**src/rtl/mod_segment_swapchain.sv**
```systemverilog
// rtl/mod_segment_swapchain.sv - modulation segment selection, transition and loop control
//
// Purpose: consumes the controller's modulation settings record and decides
// which BRAM segment the modulation reader plays and when it changes. It
// applies the transition condition, counts loops against the repeat count
// and halts finite playback.
//
// Ports:
//   CLK, RST             clock, synchronous active-high reset
//   UPDATE               one-cycle pulse, settings record valid
//   REQ_RD_SEGMENT       requested segment
//   TRANSITION_MODE      transition condition code
//   TRANSITION_VALUE     mode argument (time threshold or GPIO select)
//   CYCLE0, CYCLE1       last sample index of segment 0/1
//   REP0, REP1           repeat counts, all ones = infinite
//   SYS_TIME             synchronized system time
//   GPIO_IN              synchronized trigger lines
//   IDX_VALID, IDX       index advance pulse and current sample index
//   SEGMENT              active segment
//   STOP                 playback halted
//   IDX_RST              index timer restart pulse
//   PENDING              transition request waiting
//   LOOP_CNT             completed loops of the active segment
module mod_segment_swapchain #(
  parameter int CYCLE_W = 15,
  parameter int GPIO_W  = 4
) (
  input  logic               CLK,
  input  logic               RST,
  input  logic               UPDATE,
  input  logic               REQ_RD_SEGMENT,
  input  logic [7:0]         TRANSITION_MODE,
  input  logic [63:0]        TRANSITION_VALUE,
  input  logic [CYCLE_W-1:0] CYCLE0,
  input  logic [CYCLE_W-1:0] CYCLE1,
  input  logic [31:0]        REP0,
  input  logic [31:0]        REP1,
  input  logic [63:0]        SYS_TIME,
  input  logic [GPIO_W-1:0]  GPIO_IN,
  input  logic               IDX_VALID,
  input  logic [CYCLE_W-1:0] IDX,
  output logic               SEGMENT,
  output logic               STOP,
  output logic               IDX_RST,
  output logic               PENDING,
  output logic [31:0]        LOOP_CNT
);

  localparam logic [1:0] ST_RUN    = 2'd0;
  localparam logic [1:0] ST_WAIT   = 2'd1;
  localparam logic [1:0] ST_SWITCH = 2'd2;
  localparam logic [1:0] ST_HALT   = 2'd3;

  localparam logic [7:0] MODE_SYNC_IDX = 8'h00;
  localparam logic [7:0] MODE_SYS_TIME = 8'h01;
  localparam logic [7:0] MODE_GPIO     = 8'h02;
  localparam logic [7:0] MODE_EXT      = 8'hF0;

  localparam logic [31:0] REP_INF = 32'hFFFF_FFFF;

  logic [1:0]         state;
  logic               upd_hold;
  logic               sh_req;
  logic [7:0]         sh_mode;
  logic [63:0]        sh_value;
  logic [CYCLE_W-1:0] sh_cycle0;
  logic [CYCLE_W-1:0] sh_cycle1;
  logic [31:0]        sh_rep0;
  logic [31:0]        sh_rep1;
  logic [GPIO_W-1:0]  gpio_prev;

  logic               req_go;
  logic               req_seg;
  logic [31:0]        req_rep;
  logic [CYCLE_W-1:0] cur_cycle;
  logic [31:0]        cur_rep;
  logic               loop_end;
  logic [GPIO_W-1:0]  gpio_rise;
  logic               fire;
  logic               do_switch;
  logic               switch_seg;
  logic               go_wait;
  logic               go_halt;
  logic               cnt_inc;

  always_comb begin
    // A request is either a live UPDATE or one that arrived during SWITCH;
    // the held one was already snapshotted, so it reads the shadow copy.
    req_go  = (state != ST_SWITCH) && (UPDATE || upd_hold);
    req_seg = UPDATE ? REQ_RD_SEGMENT : sh_req;
    if (UPDATE) begin
      req_rep = REQ_RD_SEGMENT ? REP1 : REP0;
    end else begin
      req_rep = sh_req ? sh_rep1 : sh_rep0;
    end

    cur_cycle = SEGMENT ? sh_cycle1 : sh_cycle0;
    cur_rep   = SEGMENT ? sh_rep1 : sh_rep0;
    loop_end  = IDX_VALID && (IDX == cur_cycle);
    gpio_rise = GPIO_IN & ~gpio_prev;

    case (sh_mode)
      MODE_SYNC_IDX, MODE_EXT: fire = IDX_VALID && (IDX == '0);
      MODE_SYS_TIME:           fire = (SYS_TIME >= sh_value);
      MODE_GPIO:               fire = gpio_rise[sh_value[1:0]];
      default:                 fire = 1'b1;
    endcase

    do_switch  = 1'b0;
    switch_seg = SEGMENT;
    go_wait    = 1'b0;
    go_halt    = 1'b0;
    cnt_inc    = 1'b0;

    if (state != ST_SWITCH) begin
      if (req_go) begin
        // A new request overrides any pending condition that fires now.
        if (req_rep == REP_INF) begin
          do_switch  = 1'b1;
          switch_seg = req_seg;
        end else begin
          go_wait = 1'b1;
          cnt_inc = loop_end && (state != ST_HALT);
        end
      end else if ((state == ST_WAIT) && fire) begin
        // Transition beats a coincident loop end: the count is cleared.
        do_switch  = 1'b1;
        switch_seg = sh_req;
      end else if ((state != ST_HALT) && loop_end) begin
        if ((state == ST_RUN) && (cur_rep != REP_INF) && (LOOP_CNT == cur_rep)) begin
          if (sh_mode == MODE_EXT) begin
            do_switch  = 1'b1;
            switch_seg = ~SEGMENT;
          end else begin
            go_halt = 1'b1;
          end
        end else begin
          cnt_inc = 1'b1;
        end
      end
    end
  end

  always_ff @(posedge CLK) begin
    if (RST) begin
      state     <= ST_RUN;
      upd_hold  <= 1'b0;
      sh_req    <= 1'b0;
      sh_mode   <= 8'h00;
      sh_value  <= 64'd0;
      sh_cycle0 <= '0;
      sh_cycle1 <= '0;
      sh_rep0   <= REP_INF;  // segment 0 plays forever until told otherwise
      sh_rep1   <= 32'd0;
      gpio_prev <= '0;
      SEGMENT   <= 1'b0;
      STOP      <= 1'b0;
      IDX_RST   <= 1'b0;
      PENDING   <= 1'b0;
      LOOP_CNT  <= 32'd0;
    end else begin
      gpio_prev <= GPIO_IN;
      IDX_RST   <= 1'b0;
      upd_hold  <= UPDATE && (state == ST_SWITCH);

      if (UPDATE) begin
        sh_req    <= REQ_RD_SEGMENT;
        sh_mode   <= TRANSITION_MODE;
        sh_value  <= TRANSITION_VALUE;
        sh_cycle0 <= CYCLE0;
        sh_cycle1 <= CYCLE1;
        sh_rep0   <= REP0;
        sh_rep1   <= REP1;
      end

      if (cnt_inc && (LOOP_CNT != REP_INF)) begin
        LOOP_CNT <= LOOP_CNT + 32'd1;
      end

      if (do_switch) begin
        state    <= ST_SWITCH;
        SEGMENT  <= switch_seg;
        LOOP_CNT <= 32'd0;
        STOP     <= 1'b0;
        PENDING  <= 1'b0;
        IDX_RST  <= 1'b1;
      end else if (go_wait) begin
        state   <= ST_WAIT;
        PENDING <= 1'b1;
      end else if (go_halt) begin
        state <= ST_HALT;
        STOP  <= 1'b1;
      end else if (state == ST_SWITCH) begin
        state <= ST_RUN;
      end
    end
  end

endmodule

```
**config.mk**
```make
export PLATFORM = sky130hd
export DESIGN_NAME = mod_segment_swapchain
export DESIGN_NICKNAME = d
export VERILOG_FILES = /design/src/rtl/mod_segment_swapchain.sv
export SDC_FILE = /design/constraint.sdc
export NUM_CORES = 1
export LEC_CHECK = 0
export ABC_CLOCK_PERIOD_IN_PS = 3560
export CAP_MARGIN = 30
export CORE_ASPECT_RATIO = 0.5
export CORE_UTILIZATION = 45
export DETAILED_ROUTE_END_ITERATION = 6
export GPL_ROUTABILITY_DRIVEN = 0
export GPL_TIMING_DRIVEN = 1
export PLACE_DENSITY = 0.77
export SETUP_SLACK_MARGIN = 0.5
export SYNTH_ARGS = -nofsm -noshare
export SYNTH_HDL_FRONTEND = slang
export SYNTH_SLANG_ARGS = --single-unit
```
**constraint.sdc**
```tcl
create_clock -name CLK -period 3.56 [get_ports CLK]
set_clock_uncertainty 0.1 [all_clocks]
set_input_delay 0.712 -clock CLK [delete_from_list [all_inputs] [get_ports CLK]]
set_output_delay 0.712 -clock CLK [all_outputs]
set_load 0.02 [all_outputs]
```
==> results.yml, run 1 <==
logic_synthesis:
  synth_flop_cell: "dfxtp_1"
  yosys.area.top_type: "dfxtp_1"
  synth_nets: 1615
  synth_edf_count: 0
  ys_warn_count: 0
  synth_area_um2: 11600
  yosysTopAreaCellShare_pct: 36.23
  synth.distinct_cells: 66
  synth_cells: 1296
  yosysMostFrequentCell: "mux2i_1"
  synth_common_cells: "mux2i_1, dfxtp_1, nor2_1"
  synth_area_leaders: "dfxtp_1, mux2i_1, ha_1"
  synth-seq-area-share_pct: 36.23
  ys_ff_latch: 210
  synthArstFlopShare_pct: 0
  syn_avg_cell_area_um2: 8.952
layout:
  nets: 1996
  fillers: 1894
  final_cells: 2037
  drive_above_1_share_pct: 21.94
  area_growth_pct: 51.36
timing:
  setup_viol: 0
  grt_setup_unrepaired: "yes"
  period_minus_slack_ps: 3385
  slew_viol_final: 0
  worstMarginPinSlew_ps: 980.2
  hold_slack_ps: 377.9
  relSlewSlack_pct: 34.65
  hold_viol: 0
  finalSetupTns_ps: 0
  period_share_pct: 95.09
  clock.fmax_ghz: 0.2954
global_route:
  grt_overflow: 0
  grt_pass1_vias: 11400
  grtUsageMet2_pct: 52.32
  grt_start_max_net_pins: 65
  track_usage_pct: 28.75
  grtUsageMet1_pct: 34.32
  top_usage_layer: "met2"
  antenna_found_initial: 2
  grt_pass1_wl_um: 60470
  met3_usage_pct: 5.635
worst_setup_path:
  critPathMaxFanout: 10
  regToRegStartpoint: "SEGMENT"
  crit_type: "reg2reg"
  max_stage_delay_ps: 510
  worst-endpoint-arrival_ps: 3750
  ff2ff_path_depth: 12
  cp_num_buf_inv: 3
  r2r_end: "LOOP_CNT[14]"
  cp_top_family: "simple AND/OR/NAND/NOR gates"
  r2r_slack_ps: 170
  crit_path_end_kind: "flop"
  worst_path_max_delay_cell: "or4b_4"
  critPathLaunchType: "flop"
  crit_cells: 12
  path_common_cell: "buf_12"
  crit_chain: "buf_8 > buf_12 > nand3b_1 > o22a_1 > or4_4 > o211ai_1 > nor3_2 > or3b_4 > a2bb2oi_4 > buf_12 > or4b_4 > nand2_2"
  required_ps: 3920
clock_network:
  clk_latency_ps: 520
  numCtsBuffers: 21
  cts_buffer_depth: 3
  clock-sinks: 210
  clk_pin_slew_ps: 70
  cts_tree: "done"
  h-tree-depth: 1
  ctsRootBufferMaster: "clkbuf_16"
run_status:
  violations: "design-rule violations"
  outcome: "complete, but fails checks"
placed_design:
  dp_hpwl_um: 28240
  place_inst: 1939
  port-buffer-count: 289
power_and_ir_drop:
  finalPower_w: 0.006643
  p_per_area_nw_per_um2: 378.3
  peakVddDrop_mv: 0.2631
  p_leak_nw: 7.120
hold_path:
  whs_path_depth: 1
  whs_endpoint: "STOP"
  hp-class: "reg2reg"
  hold_start: "STOP"
floorplanning:
  ioPinCount: 290
  fp.dieW_um: 229.1
  die_area_um2: 26470
  die_h_um: 115.5
  fp-row-count: 41
  start_util_pct: 45.97
  core-area_um2: 25240
detailed_routing:
  wl_um: 40190
  vias_per_cell: 5.667
  post-route-drc-count: 34
  final_antenna_net_count: 0
  wire_per_inst_um: 19.73
  first_iter_violations: 1098
  drt-pass1-iter-count: 7
  num_vias: 11540
job:
  cap_violations: 0
==> what timing repair did <==
item / CTS / global route
gates cloned: 4 / 1
resized for setup: 277 / 50
pin swaps: 74 / 32
setup endpoints to repair: 38 / 38
setup buffers: 39 / 14
hold buffers: 0 / 0
==> how the worst max path moves through the flow <==
stage,from,to,slack [ps]
floorplan,SYS_TIME[42],LOOP_CNT[1],420
global placement,SYS_TIME[0],LOOP_CNT[3],-320
detailed placement,SYS_TIME[43],LOOP_CNT[31],-410
CTS,SEGMENT,LOOP_CNT[19],260
global route,SEGMENT,LOOP_CNT[31],120
finish,SEGMENT,LOOP_CNT[14],170
==> area by class of cell <==
cell class	instances	area, um^2	area share [%]
Timing Repair Buffer	415	4021	22.90
Antenna cell	2	5.005	0.02850
Tap cell	344	430.4	2.451
Multi-Input combinational cell	946	7860	44.76
Sequential cell	210	4234	24.11
Inverter	83	311.5	1.774
Clock inverter	10	111.4	0.6341
Clock buffer	27	588.1	3.349
==> registers in the layout, indices dropped and copies added (netlist names) <==
signal / cells
IDX_RST: 1
LOOP_CNT: 32
PENDING: 1
SEGMENT: 1
STOP: 1
gpio_prev: 4
sh_cycle0: 15
sh_cycle1: 15
sh_mode: 8
sh_rep0: 32
sh_rep1: 32
sh_req: 1
sh_value: 64
state: 2
upd_hold: 1
==> placed cells by master (no fill, tap or decap), types with 16 or more instances in the layout <==
cell type / count
clkdlybuf4s50_1: 226
clkbuf_16: 22
buf_2: 18
nor4_1: 19
buf_6: 24
ha_4: 30
nand2_1: 85
a21oi_2: 16
nor2_1: 166
xnor2_1: 45
dfxtp_1: 188
dlygate4sd2_1: 24
a21oi_1: 22
mux2i_1: 216
buf_4: 89
ha_1: 31
inv_1: 72
nand3_1: 29
nand2b_1: 17
nand4_1: 55
dfxtp_2: 21
==> worst register-to-register path, cell delays in order, from the launching register on <==
cell       delay (ps)
dfxtp_4           360
buf_8             130
buf_12            120
nand3b_1          150
o22a_1            260
or4_4             500
o211ai_1          300
nor3_2            100
or3b_4            420
a2bb2oi_4         170
buf_12            140
or4b_4            510
nand2_2            70
==> where the power goes <==
group	total [W]	switching [W]	leakage (nW)	internal, W
sequential	0.00260	0.000123	1.74	0.00248
combinational	0.00173	0.000801	5.04	0.000929
clock	0.00231	0.000997	0.338	0.00132
total	0.00664	0.00192	7.12	0.00472
==> routing by layer <==
layer	share of wire (%)	wire, um	up-vias
li1	-	-	5376
met1	39	15850	5515
met2	50	19910	509
met3	7.4	2976	144
met4	3.6	1450	0
met5	0	0	-
==> per-stage QoR <==
| step | setup slack, ps | area (um^2) | utilization (%) |
|---|---|---|---|
| after global placement | -321.0 | 15480 | 61.32 |
| after floorplan | 420.4 | 11900 | - |
| final | 174.9 | 17560 | 69.58 |
| after CTS | 256.5 | 17160 | 67.99 |
| after global routing | 118.6 | 17560 | 69.57 |
| after detailed placement | -407.4 | 15480 | 61.32 |
==> logic make-up (layout without fill, tap and decap cells) <==
| kind of cell | count (synthesis) | in the layout | share of synthesized area [%] |
|---|---|---|---|
| compound gates | 122 | 122 | 7.646 |
| xor+xnor | 50 | 50 | 3.774 |
| fa+ha+maj | 65 | 65 | 7.010 |
| buf+inv | 140 | 535 | 5.112 |
| flops | 210 | 210 | 36.23 |
| mux | 227 | 227 | 19.58 |
| other cells | 0 | 2 | 0 |
| simple gates | 482 | 482 | 20.64 |
(Power assumes the default switching activity.)
==> run 2, diff against run 1 <==
Settings changed: CORE_UTILIZATION 45 to 58, DONT_BUFFER_PORTS set to 1, PLACE_DENSITY 0.77 to 0.76.
==> results.yml, run 2 (synthesis results as in run 1) <==
run_status:
  outcome: "completed"
power_and_ir_drop:
  switching_power_w: 0.001666
  p_per_area_nw_per_um2: 438.6
  finalPower_w: 0.006097
  peakVddDrop_mv: 0.2833
  intPower_w: 0.004431
  p_leak_nw: 5.704
  clockPowerShare_pct: 37.0
  seqPwrFrac_pct: 42.8
  pwr-share-comb_pct: 20.2
  p_sw_share_pct: 27.33
detailed_routing:
  final_antenna_net_count: 0
  num_vias: 10180
  wire_per_inst_um: 22.24
  post-route-drc-count: 0
  vias_per_cell: 6.290
  drt-pass1-iter-count: 7
  first_iter_violations: 903
  wl_um: 35980
worst_setup_path:
  required_ps: 3860
  crit_chain: "buf_8 > buf_4 > mux2i_1 > xnor2_1 > or4_1 > a2111oi_2 > nand4_1 > o41ai_2 > o22ai_2 > buf_12 > buf_6 > nand2_1 > mux2i_1"
  max_stage_delay_ps: 460
  crit_path_end_kind: "flop"
  crit_type: "reg2reg"
  critPathMaxFanout: 14
  path_common_cell: "mux2i_1"
  critPathLaunchType: "flop"
  worst-endpoint-arrival_ps: 3740
  worst_path_max_delay_cell: "or4_1"
floorplanning:
  fp-row-count: 36
  fp.dieW_um: 202.0
  die_h_um: 102.0
  ioPinCount: 290
  start_util_pct: 59.35
  die_area_um2: 20610
  core-area_um2: 19550
clock_network:
  cts_tree: "done"
  ctsRootBufferMaster: "clkbuf_16"
  h-tree-depth: 1
  clk_latency_ps: 520
  numCtsBuffers: 20
  cts_buffer_depth: 3
  clk_pin_slew_ps: 80
  clock-sinks: 210
timing:
  relSlewSlack_pct: 55.62
  timing.final.ws_setup_ps: 115.8
  setup_viol: 0
  clock.fmax_ghz: 0.2903
  worstMarginPinSlew_ps: 664.8
  slew_viol_final: 0
  period_minus_slack_ps: 3444
  period_share_pct: 96.75
  hold_slack_ps: 173.0
  hold_viol: 0
  grt_setup_unrepaired: "yes"
layout:
  nets: 1659
  top_register: "sh_value"
  drive_above_1_share_pct: 16.49
  final_common_cell: "mux2i_1"
  layout_common_cells: "mux2i_1, dfxtp_1, nor2_1, nand2_1, inv_1"
  area_growth_pct: 19.82
  antenna_cells: 0
  largest_reg_flops: 64
global_route:
  grt_overflow: 0
  antenna_found_initial: 0
  grt_pass1_wl_um: 53360
  track_usage_pct: 32.99
  grt_start_max_net_pins: 176
  grt_pass1_vias: 9967
placed_design:
  pre_cts_slack_ps: -129.9
  port-buffer-count: 0
  dp_hpwl_um: 24600
job:
  cap_violations: 0
hold_path:
  hp-class: "in2reg"
[run 2: cell types whose count changed in the layout (fill, tap and decap cells not counted), moves of 7 or more]
cell and change:
dlygate4sd2_1 -24, o21ai_0 +7, dfxtp_1 +11, clkdlybuf4s15_2 -7, dfxtp_2 -11, a21oi_2 -9, clkdlybuf4s50_1 -226, ha_1 +23
buf_4 -42, buf_2 -18, a21oi_1 +9, clkdlybuf4s15_1 -12, ha_4 -19, buf_6 -7
[run 2: final timing paths]
path | endpoint | depth (start not counted) | startpoint | slack, ps
worst max-delay path | LOOP_CNT[26] | 13 | SEGMENT | 120
worst min-delay path | sh_rep1[22] | 1 | RST | 170
worst max register to register | LOOP_CNT[26] | 13 | SEGMENT | 120
worst min register to register | sh_value[35] | 2 | sh_value[35] | 390
[run 2: timing repair]
action	4_1_cts	5_1_grt
resized for setup	82	32
pin swaps	19	23
hold endpoints to repair	0	0
buffers inserted	27	12
endpoints found under the setup margin	38	38
hold buffers	0	0
gates cloned	5	2
[run 2: area by class of cell]
cell class              instances  area [um^2]
flip-flops and latches        210         4220
repair buffers                 79        869.6
well taps                     266        332.8
inverters                      83        311.5
multi-input cells             946         7488
clock inverters                 4        70.07
fillers                      1405         5647
clock buffers                  30        609.3
[run 2: stage by stage]
step                area (um^2)  setup TNS (ps)  utilization [%]  std cells
floorplan                 11900               0                -       1296
global placement          12210          -963.6            62.46       1537
detailed placement        12210           -1566            62.46       1537
CTS                       13580               0            69.44       1603
global route              13900               0            71.12       1618
finish                    13900               0            71.12       1618
[run 2: worst max-delay path: cells and delay by family (launching register included)]
family / cells / cell delay, ps
xor+xnor: 1 / 140
buf+inv: 4 / 560
flops: 1 / 410
mux: 2 / 330
simple gates: 3 / 800
compound gates: 3 / 950
[run 2: metal layers]
layer,up-vias,wire (um),track usage [%]
li1,4696,-,-
met1,4850,14380,39.42
met2,512,16720,56.12
met3,120,3521,10.65
met4,0,1355,12.47
met5,-,0,0
[run 2: power by group through the flow]
stage / Clock (W) / Combinational, W / Sequential (W)
final: 0.00226 / 0.00123 / 0.00261
after global routing: 0.00238 / 0.00131 / 0.00262
after CTS: 0.00227 / 0.00108 / 0.00259
after detailed placement: 0 / 0.000895 / 0.00266
after global placement: 0 / 0.000859 / 0.00265
after floorplan: 0 / 0.000817 / 0.00259
==> run 3, diff against run 2 <==
Settings changed: ABC_CLOCK_PERIOD_IN_PS 3560 to 3100.
Clock period 3.56 ns to 3.1 ns, I/O delays scaled along.
==> results.yml, run 3 (synthesis results as in run 1) <==
layout:
  final_cells: 1702
  top_register: "sh_value"
  fillers: 1244
  layout_common_cells: "mux2i_1, dfxtp_1, nor2_1, buf_4, nand2_1"
  nets: 1742
  multi_input_area_um2: 7879
  area_growth_pct: 28.98
  antenna_cells: 0
  final_common_cell: "mux2i_1"
  seqCellArea_um2: 4229
  drive_above_1_share_pct: 25.07
  largest_reg_flops: 64
global_route:
  track_usage_pct: 35.27
  antenna_found_initial: 0
  grt_overflow: 0
  grt_start_max_net_pins: 176
  grt_pass1_wl_um: 57240
  grt_pass1_vias: 10640
worst_setup_path:
  crit_chain: "buf_12 > buf_8 > buf_8 > nand4b_1 > a21oi_1 > nor4b_2 > a2111oi_4 > nand4_1 > o41ai_2 > o22ai_2 > buf_2 > or4b_1 > nand2_1"
  crit_path_end_kind: "flop"
  critPathLaunchType: "flop"
  cp_top_family: "simple AND/OR/NAND/NOR gates"
  crit_type: "reg2reg"
  worst_path_max_delay_cell: "nor4b_2"
  cp_num_buf_inv: 4
  worst-endpoint-arrival_ps: 3870
  critPathMaxFanout: 6
  required_ps: 3450
  path_common_cell: "buf_8"
  max_stage_delay_ps: 610
timing:
  hold_viol: 0
  period_share_pct: 113.6
  relSlewSlack_pct: 54.71
  worstMarginPinSlew_ps: 677.6
  setup_viol: 38
  period_minus_slack_ps: 3521
  grt_setup_unrepaired: "yes"
  timing.final.ws_setup_ps: -421.2
  clock.fmax_ghz: 0.2840
  slew_viol_final: 0
placed_design:
  pre_cts_slack_ps: -301.2
  port-buffer-count: 0
  place_inst: 1625
  dp_hpwl_um: 26190
floorplanning:
  fp.dieW_um: 202.0
  fp-row-count: 36
  die_h_um: 102.0
  start_util_pct: 59.35
  core-area_um2: 19550
  die_area_um2: 20610
  ioPinCount: 290
power_and_ir_drop:
  p_sw_share_pct: 27.99
  seqPwrFrac_pct: 40.6
  p_per_area_nw_per_um2: 490.3
  clockPowerShare_pct: 37.1
  peakVddDrop_mv: 0.3019
  p_leak_nw: 6.204
  finalPower_w: 0.007337
  intPower_w: 0.005283
  pwr-share-comb_pct: 22.3
  switching_power_w: 0.002054
clock_network:
  clk_pin_slew_ps: 70
  ctsRootBufferMaster: "clkbuf_16"
  numCtsBuffers: 20
  h-tree-depth: 1
  clock-sinks: 210
  cts_tree: "done"
  cts_buffer_depth: 3
  clk_latency_ps: 520
hold_path:
  hp-class: "in2reg"
detailed_routing:
  num_vias: 10890
  final_antenna_net_count: 0
  wl_um: 38810
  wire_per_inst_um: 22.80
  vias_per_cell: 6.396
  post-route-drc-count: 0
  drt-pass1-iter-count: 6
  first_iter_violations: 1130
run_status:
  outcome: "complete, but fails checks"
  violations: "negative setup slack"
job:
  cap_violations: 0
[run 3: cell count changes in the layout (fill, tap and decap cells not counted), sizes merged]
| cell | delta |
|---|---|
| clkinv | +1 |
| bufinv | +2 |
| clkinvlp | +3 |
| clkbuf | -4 |
| buf | +82 |
[run 3: worst reg2reg max path: cells and delay by family (launching register included)]
| kind | cells | cell delay, ps |
|---|---|---|
| and+or+nand+nor | 5 | 1590 |
| DFF | 1 | 400 |
| buffers and inverters | 4 | 670 |
| AOI/OAI and AO/OA | 4 | 700 |
[run 3: area by class of cell]
cell class / instances / area share [%]
multi-input combinational: 946 / 52.65
sequential: 210 / 28.26
timing repair buffer: 162 / 10.05
clock buffer: 25 / 3.679
tap: 266 / 2.224
inverter: 83 / 2.082
clock inverter: 10 / 1.054
[run 3: repair_timing]
item	CTS	global route
endpoints found under the hold margin	0	0
resized for setup	147	47
cloned	4	2
buffers inserted	23	13
hold buffers	0	0
pin swaps	41	31
endpoints found under the setup margin	38	38
[run 3: final timing paths]
| kind | depth (start not counted) | slack (ps) | from | end |
|---|---|---|---|---|
| max | 13 | -420 | SEGMENT | LOOP_CNT[3] |
| min reg2reg | 2 | 400 | sh_value[35] | sh_value[35] |
| max reg2reg | 13 | -420 | SEGMENT | LOOP_CNT[3] |
| min | 1 | 60 | RST | sh_cycle1[5] |
[run 3: stage by stage]
stage                     util (%)  hold WS [ps]  TNS (ps)  area, um^2
after floorplan                  -         359.6         0       11950
after global placement       65.96         372.4     -5261       12890
after detailed placement     65.96         380.6     -8164       12890
after CTS                    74.78         63.37     -1815       14620
after global routing         76.55         58.29    -10110       14960
final                        76.55         63.43     -8982       14960
[run 3: per-layer routing]
layer	wire length [um]	vias up	track usage, %
li1	-	4867	-
met1	14970	5183	42.55
met2	17880	655	59.16
met5	0	-	0
met3	4056	181	10.01
met4	1899	0	16.49
[run 3: power groups by stage]
stage          Combinational [W]  Sequential [W]  Clock (W)
3_5_place_dp             0.00121         0.00302          0
2_1_floorplan           0.000957         0.00298          0
6_report                 0.00163         0.00298    0.00272
4_1_cts                  0.00149         0.00296    0.00273
5_1_grt                  0.00172         0.00299    0.00285
3_3_place_gp             0.00115         0.00302          0
